==> config.mk <==
export PLATFORM = sky130hd
export DESIGN_NAME = sn_stream_decoder
export DESIGN_NICKNAME = d
export VERILOG_FILES = /design/src/rtl/sn_pkg.sv /design/src/rtl/sn_window_counter.sv /design/src/rtl/sn_stream_decoder.sv
export SDC_FILE = /design/constraint.sdc
export NUM_CORES = 1
export LEC_CHECK = 0
export CAP_MARGIN = 0
export CORE_MARGIN = 5
export CORE_UTILIZATION = 55
export CTS_BUF_LIST = sky130_fd_sc_hd__clkbuf_16
export DETAILED_ROUTE_END_ITERATION = 8
export GPL_TIMING_DRIVEN = 0
export PLACE_DENSITY = 0.81
export RECOVER_POWER = 100
export REMOVE_ABC_BUFFERS = 1
export SYNTH_ARGS = -nofsm -noshare
export SYNTH_HDL_FRONTEND = slang
export SYNTH_SLANG_ARGS = --single-unit
==> constraint.sdc <==
create_clock -name clk -period 3.65 [get_ports clk]
set_clock_uncertainty 0.15 [all_clocks]
set_input_delay 0.5475 -clock clk [delete_from_list [all_inputs] [get_ports clk]]
set_output_delay 0.5475 -clock clk [all_outputs]
set_load 0.02 [all_outputs]
==> src/rtl/sn_pkg.sv <==
// Shared types and sizing helpers for the stochastic-number decode/encode slice.
// Optional build macro: SN_BIPOLAR_EN (adds one bit for the signed bipolar result).
package sn_pkg;

    typedef enum logic [1:0] {
        IDLE  = 2'd0,
        ACCUM = 2'd1,
        HOLD  = 2'd2
    } sn_dec_state_t;

    function automatic int sn_win_n(input int win_log2);
        return 1 << win_log2;
    endfunction

    // Count must reach N itself, so one bit more than log2(N).
    function automatic int sn_out_w(input int win_log2);
        return win_log2 + 1;
    endfunction

    localparam int SN_WIN_LOG2 = 4;
    localparam int SN_N        = sn_win_n(SN_WIN_LOG2);
    localparam int SN_OUT_W    = sn_out_w(SN_WIN_LOG2);

`ifdef SN_BIPOLAR_EN
    localparam int SN_BIP_EXTRA_W = 1;
`else
    localparam int SN_BIP_EXTRA_W = 0;
`endif

endpackage

==> src/rtl/sn_window_counter.sv <==
// Window bit counter and ones counter; done stays high once N bits are in
// and further enables are ignored until the window is cleared.
module sn_window_counter
    import sn_pkg::*;
#(
    parameter int WIN_LOG2 = SN_WIN_LOG2,
    parameter int OUT_W    = WIN_LOG2 + 1
) (
    input  logic             clk,
    input  logic             rst_n,
    input  logic             clr_i,
    input  logic             en_i,
    input  logic             bit_i,
    output logic [OUT_W-1:0] ones_o,
    output logic             done_o
);

    localparam int N = sn_win_n(WIN_LOG2);

    logic [OUT_W-1:0] bit_cnt_q;
    logic [OUT_W-1:0] bit_cnt_d;
    logic [OUT_W-1:0] ones_q;
    logic [OUT_W-1:0] ones_d;
    logic             full;

    assign full = (bit_cnt_q == OUT_W'(N));

    always_comb begin
        bit_cnt_d = bit_cnt_q;
        ones_d    = ones_q;
        if (clr_i) begin
            bit_cnt_d = '0;
            ones_d    = '0;
        end else if (en_i && !full) begin
            bit_cnt_d = bit_cnt_q + OUT_W'(1);
            ones_d    = ones_q + OUT_W'(bit_i);
        end
    end

    always_ff @(posedge clk) begin
        if (!rst_n) begin
            bit_cnt_q <= '0;
            ones_q    <= '0;
        end else begin
            bit_cnt_q <= bit_cnt_d;
            ones_q    <= ones_d;
        end
    end

    assign ones_o = ones_q;
    assign done_o = full;

endmodule

==> src/rtl/sn_stream_decoder.sv <==
// Unipolar SN bitstream to binary: counts ones over N accepted bits and offers the
// count on a valid/ready handshake. Optional build macro: SN_BIPOLAR_EN (prob_bip).
module sn_stream_decoder
    import sn_pkg::*;
#(
    parameter int WIN_LOG2 = SN_WIN_LOG2,
    parameter int OUT_W    = WIN_LOG2 + 1
) (
    input  logic             clk,
    input  logic             rst_n,
    input  logic             start,
    input  logic             cont,
    input  logic             sn_bit,
    input  logic             sn_valid,
    output logic [OUT_W-1:0] prob,
    output logic             prob_valid,
    input  logic             prob_ready,
    output logic             busy,
    output logic             overrun
`ifdef SN_BIPOLAR_EN
    ,
    output logic signed [OUT_W+SN_BIP_EXTRA_W-1:0] prob_bip
`endif
);

    localparam int N = sn_win_n(WIN_LOG2);

`ifdef SN_BIPOLAR_EN
    localparam int BIP_W = OUT_W + SN_BIP_EXTRA_W;
    localparam logic signed [BIP_W-1:0] BIP_RST = BIP_W'(-N);

    // 2*ones - N; the intermediate carries one spare bit so 2*N cannot wrap.
    function automatic logic signed [BIP_W-1:0] to_bipolar(input logic [OUT_W-1:0] ones_in);
        logic signed [OUT_W+1:0] wide;
        wide = $signed({1'b0, ones_in, 1'b0}) - $signed((OUT_W + 2)'(N));
        return $signed(wide[BIP_W-1:0]);
    endfunction

    logic signed [BIP_W-1:0] prob_bip_q;
`endif

    sn_dec_state_t    state_q;
    logic [OUT_W-1:0] prob_q;
    logic             prob_valid_q;
    logic             busy_q;
    logic             overrun_q;

    logic [OUT_W-1:0] ones;
    logic             win_done;
    logic             hs;
    logic             cnt_clr;
    logic             cnt_en;
    logic             ovr_set;
    logic             ovr_clr;

    assign hs      = prob_valid_q & prob_ready;
    // Counters sit cleared outside ACCUM so every window entry starts from zero.
    assign cnt_clr = (state_q != ACCUM) | start;
    assign cnt_en  = (state_q == ACCUM) & sn_valid & ~start;
    assign ovr_set = sn_valid & (state_q != ACCUM);
    assign ovr_clr = start & ((state_q != HOLD) | hs);

    sn_window_counter #(
        .WIN_LOG2 (WIN_LOG2),
        .OUT_W    (OUT_W)
    ) u_win (
        .clk    (clk),
        .rst_n  (rst_n),
        .clr_i  (cnt_clr),
        .en_i   (cnt_en),
        .bit_i  (sn_bit),
        .ones_o (ones),
        .done_o (win_done)
    );

    always_ff @(posedge clk) begin
        if (!rst_n) begin
            state_q      <= IDLE;
            prob_q       <= '0;
            prob_valid_q <= 1'b0;
            busy_q       <= 1'b0;
            overrun_q    <= 1'b0;
`ifdef SN_BIPOLAR_EN
            prob_bip_q   <= BIP_RST;
`endif
        end else begin
            if (ovr_clr) begin
                overrun_q <= 1'b0;
            end else if (ovr_set) begin
                overrun_q <= 1'b1;
            end

            unique case (state_q)
                IDLE: begin
                    if (start) begin
                        state_q <= ACCUM;
                        busy_q  <= 1'b1;
                    end
                end
                ACCUM: begin
                    // A restart outranks a window that has just filled.
                    if (!start && win_done) begin
                        state_q      <= HOLD;
                        busy_q       <= 1'b0;
                        prob_q       <= ones;
                        prob_valid_q <= 1'b1;
`ifdef SN_BIPOLAR_EN
                        prob_bip_q   <= to_bipolar(ones);
`endif
                    end
                end
                HOLD: begin
                    if (hs) begin
                        prob_valid_q <= 1'b0;
                        if (cont || start) begin
                            state_q <= ACCUM;
                            busy_q  <= 1'b1;
                        end else begin
                            state_q <= IDLE;
                        end
                    end
                end
                default: begin
                    state_q      <= IDLE;
                    busy_q       <= 1'b0;
                    prob_valid_q <= 1'b0;
                end
            endcase
        end
    end

    assign prob       = prob_q;
    assign prob_valid = prob_valid_q;
    assign busy       = busy_q;
    assign overrun    = overrun_q;
`ifdef SN_BIPOLAR_EN
    assign prob_bip   = prob_bip_q;
`endif

endmodule

==> results of run 1 <==
## worst paths after layout
check / from / to / slack [ns] / cells after the start
worst max register to register: u_win.bit_cnt_q[0] / busy / 1.20 / 5
worst max-delay path: u_win.bit_cnt_q[0] / busy / 1.20 / 5
worst min-delay path: prob[0] / prob[0] / 0.30 / 2
worst min register to register: prob[0] / prob[0] / 0.30 / 2
## stage by stage
step                 util  total power [mW]  worst slack (ns)  std cells
global route        0.683             0.486             0.918        135
CTS                 0.690             0.476              1.19        135
floorplan               -             0.243              1.76        101
detailed placement  0.645             0.260              1.26        132
global placement    0.645             0.259              1.36        132
finish              0.683             0.472              1.20        135
## kinds of logic (layout without fill, tap and decap cells)
kind of cell	after synthesis	count (layout)	share of synthesized area
and+or+nand+nor	39	39	0.231
AOI/OAI and AO/OA	25	25	0.167
DFF	20	20	0.418
buffers and inverters	10	22	0.0497
muxes	6	6	0.0627
adders and majority gates	4	4	0.0523
xor gates and xnor gates	2	2	0.0183
## final cells by class
class	instances	share of cell area
tap	17	0.0184
multi-input combinational	76	0.432
sequential	20	0.347
clock buffer	3	0.0651
timing repair buffer	14	0.121
inverter	5	0.0163
## state kept, by name (all words and copies together), names as in the netlist
name,count
state_q,2
u_win.bit_cnt_q,5
prob_valid,1
u_win.ones_o,5
prob,5
overrun,1
busy,1
## metal layers
metal / vias up / share of wire / track usage
met5: - / 0 / 0
met4: 0 / 0.029 / 0.0786
met3: 7 / 0.041 / 0.0372
met2: 17 / 0.50 / 0.275
met1: 376 / 0.43 / 0.163
li1: 406 / - / -
## report_power, final
group | total, mW | internal, mW | switching (mW)
clock | 0.218 | 0.144 | 0.0739
combinational | 0.0292 | 0.0142 | 0.0150
sequential | 0.225 | 0.222 | 0.00302
total | 0.472 | 0.380 | 0.0920
## worst max-delay path, cell delays in order, from the launching register on
cell and delay [ns]:
dfxtp_1 0.33, inv_1 0.08, ha_1 0.17, nor4bb_1 1.13, nand3_1 0.17, a32o_1 0.30
## cell usage in the layout (no fill, tap or decap)
cell type,n
a21bo_2,1
a21o_1,1
a21oi_1,8
a221oi_1,1
a32o_1,1
and2_1,1
clkbuf_16,3
clkdlybuf4s50_1,5
dfxtp_1,20
dlygate4sd3_1,9
ha_1,4
inv_1,4
inv_2,1
mux2i_1,6
nand2_1,14
nand2b_1,2
nand3_1,6
nand3b_1,2
nand4_1,4
nand4b_1,1
nand4bb_1,1
nor2_1,3
nor3_1,1
nor4bb_1,2
o2111a_1,1
o211a_1,1
o21a_1,3
o21ai_0,6
o21ai_1,2
or3_1,2
xor2_1,2
==> flow_summary.toml, run 1 <==
[floorplanning]
die_h_um = 51.7
rows = 15
core_area_sq_um = 1690
floorplan.die_area_sq_um = 2670
initial_core_util = 0.567
io_pins = 15
die_width_um = 51.7

[routing]
vias = 806
drcViolationCount = 0
ant_nets = 0
drtIter0Drc = 9
routedWlPerCell_um = 14.0
avgViaCountPerCell = 5.97
routed_wl_um = 1890
firstDrtPassIters = 6

[timing]
worst_slew_pin_slew_ns = 1.44
finalSetupTns_ns = 0
drv_slew = 0
setup_viol = 0
max_slew_margin = 0.0238
fin_crit_sh = 0.672
hold_viol_final = 0
max_freq_ghz = 0.408
period_minus_slack_ns = 2.45
holdWs_ns = 0.303
rsz0062_at_grt = "false"

[clocking]
clock-root-buffer = "clkbuf_16"
cts_made_buffers = 3
clock-sinks = 20
clockBufferDepth = 2
clock_latency_ns = 0.25
clk_pin_slew_ns = 0.05
cts_tree = "yes"
post-cts-setup-buffer-count = 0
cts-resized-gates = 0
htree_levels = 1
cts_hold_buf = 0

[global_route]
grt_use_total = 0.153
grt_max_degree = 19
grt_pass1_wl_um = 3100
first_global_vias = 739
grt-ovfl-total = 0
grt_antenna_before_repair = 0

[synth]
synthCells = 106
synthArstFlopShare = 0
synth_flop_cell = "dfxtp_1"
ys_types = 31
seq_area_frac_synth = 0.418
synth-seq-cells = 20
synth_top_area_frac = 0.418
netlist_area_sq_um = 957
yosysMostFrequentCell = "dfxtp_1"
postSynthAreaPerCell_sq_um = 9.03
synth_edf_count = 0
synth_common_cells = "dfxtp_1, nand2_1, a21oi_1"
yosys.area.top_type = "dfxtp_1"
ys_warn_count = 0
synth_area_leaders = "dfxtp_1, mux2i_1, nand2_1"

[pwr]
p_leak_nw = 0.435
p_per_area_nw_per_um2 = 409
vdd_drop_max_mv = 0.275

[placed_design]
gp_congestion = 0.837
portBuffers = 14
dpl.hpwl_um = 1370
place_area_sq_um = 1090

[flow_run]
drv_cap = 0

[run_status]
outcome = "complete, no violations"

[finish]
area_growth_pct = 20.5
regArea_sq_um = 400
multiInputGateArea_sq_um = 498
drive_gt1_frac = 0.0424
fin_nets = 131
fill_cells = 143
final_area_sq_um = 1150
num_antenna_cells = 0

[critical_path]
cp-start-kind = "register"
end_kind = "register"
required_ns = 3.64
critical_path_arrival_ns = 2.44
worstSetupPathType = "register to register"
path_max_fanout = 10

[hold_path]
hp-class = "register to register"
Power figures use the tool's default switching activity.
==> run 2, diff against run 1 <==
--- a/config.mk
+++ b/config.mk
@@ -7,11 +7,11 @@
 export LEC_CHECK = 0
 export CAP_MARGIN = 0
 export CORE_MARGIN = 5
-export CORE_UTILIZATION = 55
+export CORE_UTILIZATION = 46
 export CTS_BUF_LIST = sky130_fd_sc_hd__clkbuf_16
 export DETAILED_ROUTE_END_ITERATION = 8
 export GPL_TIMING_DRIVEN = 0
-export PLACE_DENSITY = 0.81
+export PLACE_DENSITY = 0.73
 export RECOVER_POWER = 100
 export REMOVE_ABC_BUFFERS = 1
 export SYNTH_ARGS = -nofsm -noshare
==> constraint.sdc (replaced) <==
create_clock -name clk -period 2.1 [get_ports clk]
set_clock_uncertainty 0.15 [all_clocks]
set_input_delay 0.315 -clock clk [delete_from_list [all_inputs] [get_ports clk]]
set_output_delay 0.315 -clock clk [all_outputs]
set_load 0.02 [all_outputs]
==> run 2 against run 1 <==
Effect of this change: flip-flop and latch count is the same; sequential power grew 73%; die area grew 16%; worst hold slack lost 0.0013 ns; non-clock buffer count is the same; global-route usage shrank 1.7 points; clock-buffer cell count is the same; critical path depth is the same; combinational power grew 82%; critical endpoint is now prob[3]; highest routed layer unchanged.
==> flow_summary.toml, run 2 (synthesis gave the netlist of run 1 again) <==
[run_status]
outcome = "complete, no violations"

[timing]
drv_slew = 0
max_slew_margin = 0.598
fin_crit_sh = 0.907
hold_viol_final = 0
rsz0062_at_grt = "false"
max_freq_ghz = 0.525
worst_slew_pin_slew_ns = 0.601
period_minus_slack_ns = 1.90
setup_viol = 0

[floorplanning]
die_width_um = 55.6
core_area_sq_um = 1980
initial_core_util = 0.483
io_pins = 15
floorplan.die_area_sq_um = 3090
die_h_um = 55.6
rows = 16

[clocking]
clock-root-buffer = "clkbuf_16"
clock-sinks = 20
cts_tree = "yes"
post-cts-setup-buffer-count = 0
cts_made_buffers = 3
clock_latency_ns = 0.25
clk_pin_slew_ns = 0.06
clockBufferDepth = 2
htree_levels = 1

[global_route]
grt-ovfl-total = 0
grt_max_degree = 19
grt_pass1_wl_um = 3530
grt_antenna_before_repair = 0
grt_use_total = 0.135
first_global_vias = 812

[routing]
avgViaCountPerCell = 5.43
vias = 793
ant_nets = 0
routedWlPerCell_um = 12.7
drcViolationCount = 0
routed_wl_um = 1860
drtIter0Drc = 8
firstDrtPassIters = 4

[finish]
final_cell_mix = "dfxtp_1, nand2_1, dlygate4sd3_1, a21oi_1"
drive_gt1_frac = 0.0672
final_area_sq_um = 1220
num_antenna_cells = 0
fill_cells = 162
fin_nets = 131
area_growth_pct = 27.7
final_common_cell = "dfxtp_1"

[pwr]
p_int_uw = 788
clkPwrFrac = 0.538
switchingPower_uw = 170
combPwrFrac = 0.055
vdd_drop_max_mv = 0.882
power_uw = 958
pwr-share-seq = 0.407
p_per_area_nw_per_um2 = 783
sw_frac_of_total = 0.178
p_leak_nw = 0.459

[hold_path]
hp-class = "register to register"

[critical_path]
cp-start-kind = "register"
required_ns = 2.13
path_max_fanout = 7
critical_path_arrival_ns = 1.93
worstSetupPathType = "register to register"
end_kind = "register"

[flow_run]
drv_cap = 0

[placed_design]
dpl.hpwl_um = 1300
place_area_sq_um = 1100
gp_congestion = 0.765
portBuffers = 14
==> run 2: stage by stage <==
stage	utilization	setup slack [ns]	TNS, ns	hold WS [ns]	cells
floorplan	-	0.215	0	0.282	101
global placement	0.556	-0.252	-0.848	0.291	142
detailed placement	0.556	-0.272	-1.20	0.299	142
CTS	0.612	0.0924	0	0.307	146
global route	0.617	0.0155	0	0.329	146
finish	0.617	0.195	0	0.301	146
==> run 2: repair_timing <==
item                       in CTS  in global routing
hold buffers                    0                  0
setup endpoints to repair       8                  4
resized for setup               1                  1
==> run 2: final timing paths <==
| path | from | end | slack [ns] | cells past startpoint |
|---|---|---|---|---|
| setup / recovery | u_win.bit_cnt_q[0] | prob[3] | 0.20 | 5 |
| hold / removal | prob[4] | prob[4] | 0.30 | 2 |
| setup reg to reg | u_win.bit_cnt_q[0] | prob[3] | 0.20 | 5 |
| hold reg to reg | prob[4] | prob[4] | 0.30 | 2 |
==> run 2: layout make-up <==
class	instances	area [sq um]	share of cell area
inverter	5	18.8	0.0154
multi-input combinational	76	524	0.429
clock inverter	1	30.0	0.0246
clock buffer	3	75.1	0.0614
tap	27	33.8	0.0276
timing repair buffer	14	140	0.115
sequential	20	400	0.328
==> run 2: layer usage <==
metal | global-route usage | wire length (um)
met1 | 0.170 | 855
met2 | 0.228 | 913
met3 | 0.0464 | 84
met4 | 0.0208 | 7
met5 | 0 | 0
==> run 2: worst max-delay path, cell delays in order, from the launching register on <==
cell,delay (ns)
dfxtp_1,0.33
inv_1,0.08
ha_1,0.18
nand4bb_1,0.35
nor3_4,0.50
mux2i_1,0.23
==> run 2: power by group through the flow <==
stage / clock network, mW / registers [mW] / logic (mW)
finish: 0.515 / 0.390 / 0.0531
global route: 0.541 / 0.391 / 0.0594
CTS: 0.524 / 0.390 / 0.0547
detailed placement: 0 / 0.398 / 0.0542
global placement: 0 / 0.398 / 0.0534
floorplan: 0 / 0.401 / 0.0208
==> run 3, diff against run 2 <==
--- a/config.mk
+++ b/config.mk
@@ -6,9 +6,11 @@
 export NUM_CORES = 1
 export LEC_CHECK = 0
 export CAP_MARGIN = 0
+export CORE_ASPECT_RATIO = 0.8
 export CORE_MARGIN = 5
 export CORE_UTILIZATION = 46
 export CTS_BUF_LIST = sky130_fd_sc_hd__clkbuf_16
+export CTS_CLUSTER_SIZE = 14
 export DETAILED_ROUTE_END_ITERATION = 8
 export GPL_TIMING_DRIVEN = 0
 export PLACE_DENSITY = 0.73
==> run 3 against run 2 <==
Effect of this change: global-route usage rose by 0.16 points; clock-buffer cell count did not move; via count increased by 3.3%; cell count is 2.7% lower; register-to-register slack better by 0.03 ns; clock power decreased by 26%; cell area down 2.8%; maximum frequency is 1.7% higher; routed wire length rose by 1.5%; die area increased by 0.19%; utilization hardly changed; worst hold slack worse by 0.0022 ns.
==> flow_summary.toml, run 3 (synthesis gave the netlist of run 1 again) <==
[pwr]
vdd_drop_max_mv = 0.729
sw_frac_of_total = 0.196
pwr-share-seq = 0.474
clkPwrFrac = 0.460
p_per_area_nw_per_um2 = 692
power_uw = 823
combPwrFrac = 0.065
p_leak_nw = 0.444
switchingPower_uw = 162
p_int_uw = 661

[clocking]
cts_tree = "yes"
clk_pin_slew_ns = 0.05
cts_hold_buf = 0
clock-root-buffer = "clkbuf_16"
cts_made_buffers = 3
clock_latency_ns = 0.25
clockBufferDepth = 2
clock-sinks = 20
htree_levels = 1

[timing]
fin_crit_sh = 0.892
hold_viol_final = 0
rsz0062_at_grt = "false"
worst_slew_pin_slew_ns = 0.599
drv_slew = 0
setup_viol = 0
max_freq_ghz = 0.534
setup_ws_ns = 0.226
period_minus_slack_ns = 1.87
max_slew_margin = 0.599

[critical_path]
required_ns = 2.13
slowest_delay_ns = 0.50
r2r-start = "u_win.bit_cnt_q[0]"
regToRegEndpoint = "prob[0]"
critical_path_arrival_ns = 1.90
end_kind = "register"
critPathSlowestCell = "nor3_4"
worstSetupPathType = "register to register"
rr_worst_depth = 5
path_max_fanout = 7
crit_chain = "inv_1 -> ha_1 -> nand4bb_1 -> nor3_4 -> mux2i_1"
cp-start-kind = "register"
critPathTopFamily = "simple AND/OR/NAND/NOR gates"
critical_path_buf_inv_count = 1
ff2ff_setup_slack_ns = 0.23

[global_route]
first_global_vias = 769
grt_pass1_wl_um = 3250
grt_antenna_before_repair = 0
grt-ovfl-total = 0
grt_max_degree = 19
grt_use_total = 0.137

[routing]
drtIter0Drc = 14
routedWlPerCell_um = 13.3
vias = 819
firstDrtPassIters = 4
routed_wl_um = 1890
drcViolationCount = 0
avgViaCountPerCell = 5.77
ant_nets = 0

[finish]
area_growth_pct = 24.2
final_cell_mix = "dfxtp_1, nand2_1, a21oi_1, dlygate4sd3_1"
fin_nets = 131
stdcell_count = 142
final_util = 0.617
drive_gt1_frac = 0.0593
final_common_cell = "dfxtp_1"
num_antenna_cells = 0

[flow_run]
drv_cap = 0

[floorplanning]
floorplan.die_area_sq_um = 3100
initial_core_util = 0.497
core_area_sq_um = 1930
die_h_um = 50.8
io_pins = 15
die_width_um = 61
rows = 14

[hold_path]
worstHoldPathCells = 2
hp-class = "register to register"
holdCritStartpoint = "prob[4]"
min_to = "prob[4]"

[placed_design]
pre_cts_slack_ns = -0.223
portBuffers = 14
gp_congestion = 0.826
dpl.hpwl_um = 1350
dp_cells = 139

[run_status]
outcome = "complete, no violations"
==> run 3: metrics by stage <==
| stage | hold WS [ns] | TNS, ns | instance area (sq um) |
|---|---|---|---|
| after detailed placement | 0.296 | -0.910 | 1100 |
| after CTS | 0.306 | 0 | 1180 |
| after floorplan | 0.282 | 0 | 928 |
| final | 0.299 | 0 | 1190 |
| after global routing | 0.322 | 0 | 1190 |
| after global placement | 0.293 | -0.563 | 1100 |
==> run 3: worst min-delay path: cells and delay by family (launching register included) <==
family	cells	cell delay [ns]
muxes	1	0.05
and+or+nand+nor	1	0.05
DFF	1	0.30
==> run 3: power by group through the flow <==
stage,Clock (mW),Combinational [mW],Sequential [mW]
final,0.379,0.0538,0.390
after global routing,0.414,0.0586,0.391
after CTS,0.387,0.0547,0.390
after detailed placement,0,0.0543,0.398
after global placement,0,0.0532,0.398
after floorplan,0,0.0208,0.401
==> run 3: layer usage <==
| metal | part of all wire | track usage | vias to the layer above |
|---|---|---|---|
| met5 | 0 | 0 | - |
| met4 | 0 | 0.0217 | 0 |
| met3 | 0.067 | 0.0692 | 0 |
| met2 | 0.48 | 0.221 | 25 |
| met1 | 0.46 | 0.166 | 386 |
| li1 | - | - | 408 |
==> run 3: worst max path at each step <==
stage	end	depth (start not counted)	start	slack, ns
final	prob[0]	5	u_win.bit_cnt_q[0]	0.23
after detailed placement	busy	5	u_win.bit_cnt_q[0]	-0.22
after global placement	busy	5	u_win.bit_cnt_q[0]	-0.20
after floorplan	busy	5	u_win.bit_cnt_q[0]	0.21
after CTS	busy	5	u_win.bit_cnt_q[0]	0.15
after global routing	prob[1]	5	u_win.bit_cnt_q[0]	0.11
==> run 3: cell type report <==
class | instances | area [sq um]
multi-input combinational | 76 | 524
tap | 24 | 30.0
clock buffer | 3 | 75.1
timing repair buffer | 14 | 140
sequential | 20 | 400
fill | 164 | 738
inverter | 5 | 18.8
==> run 3: timing repair <==
action	4_1_cts	5_1_grt
gates resized for setup	1	1
setup buffers	0	0
setup endpoints to repair	8	1
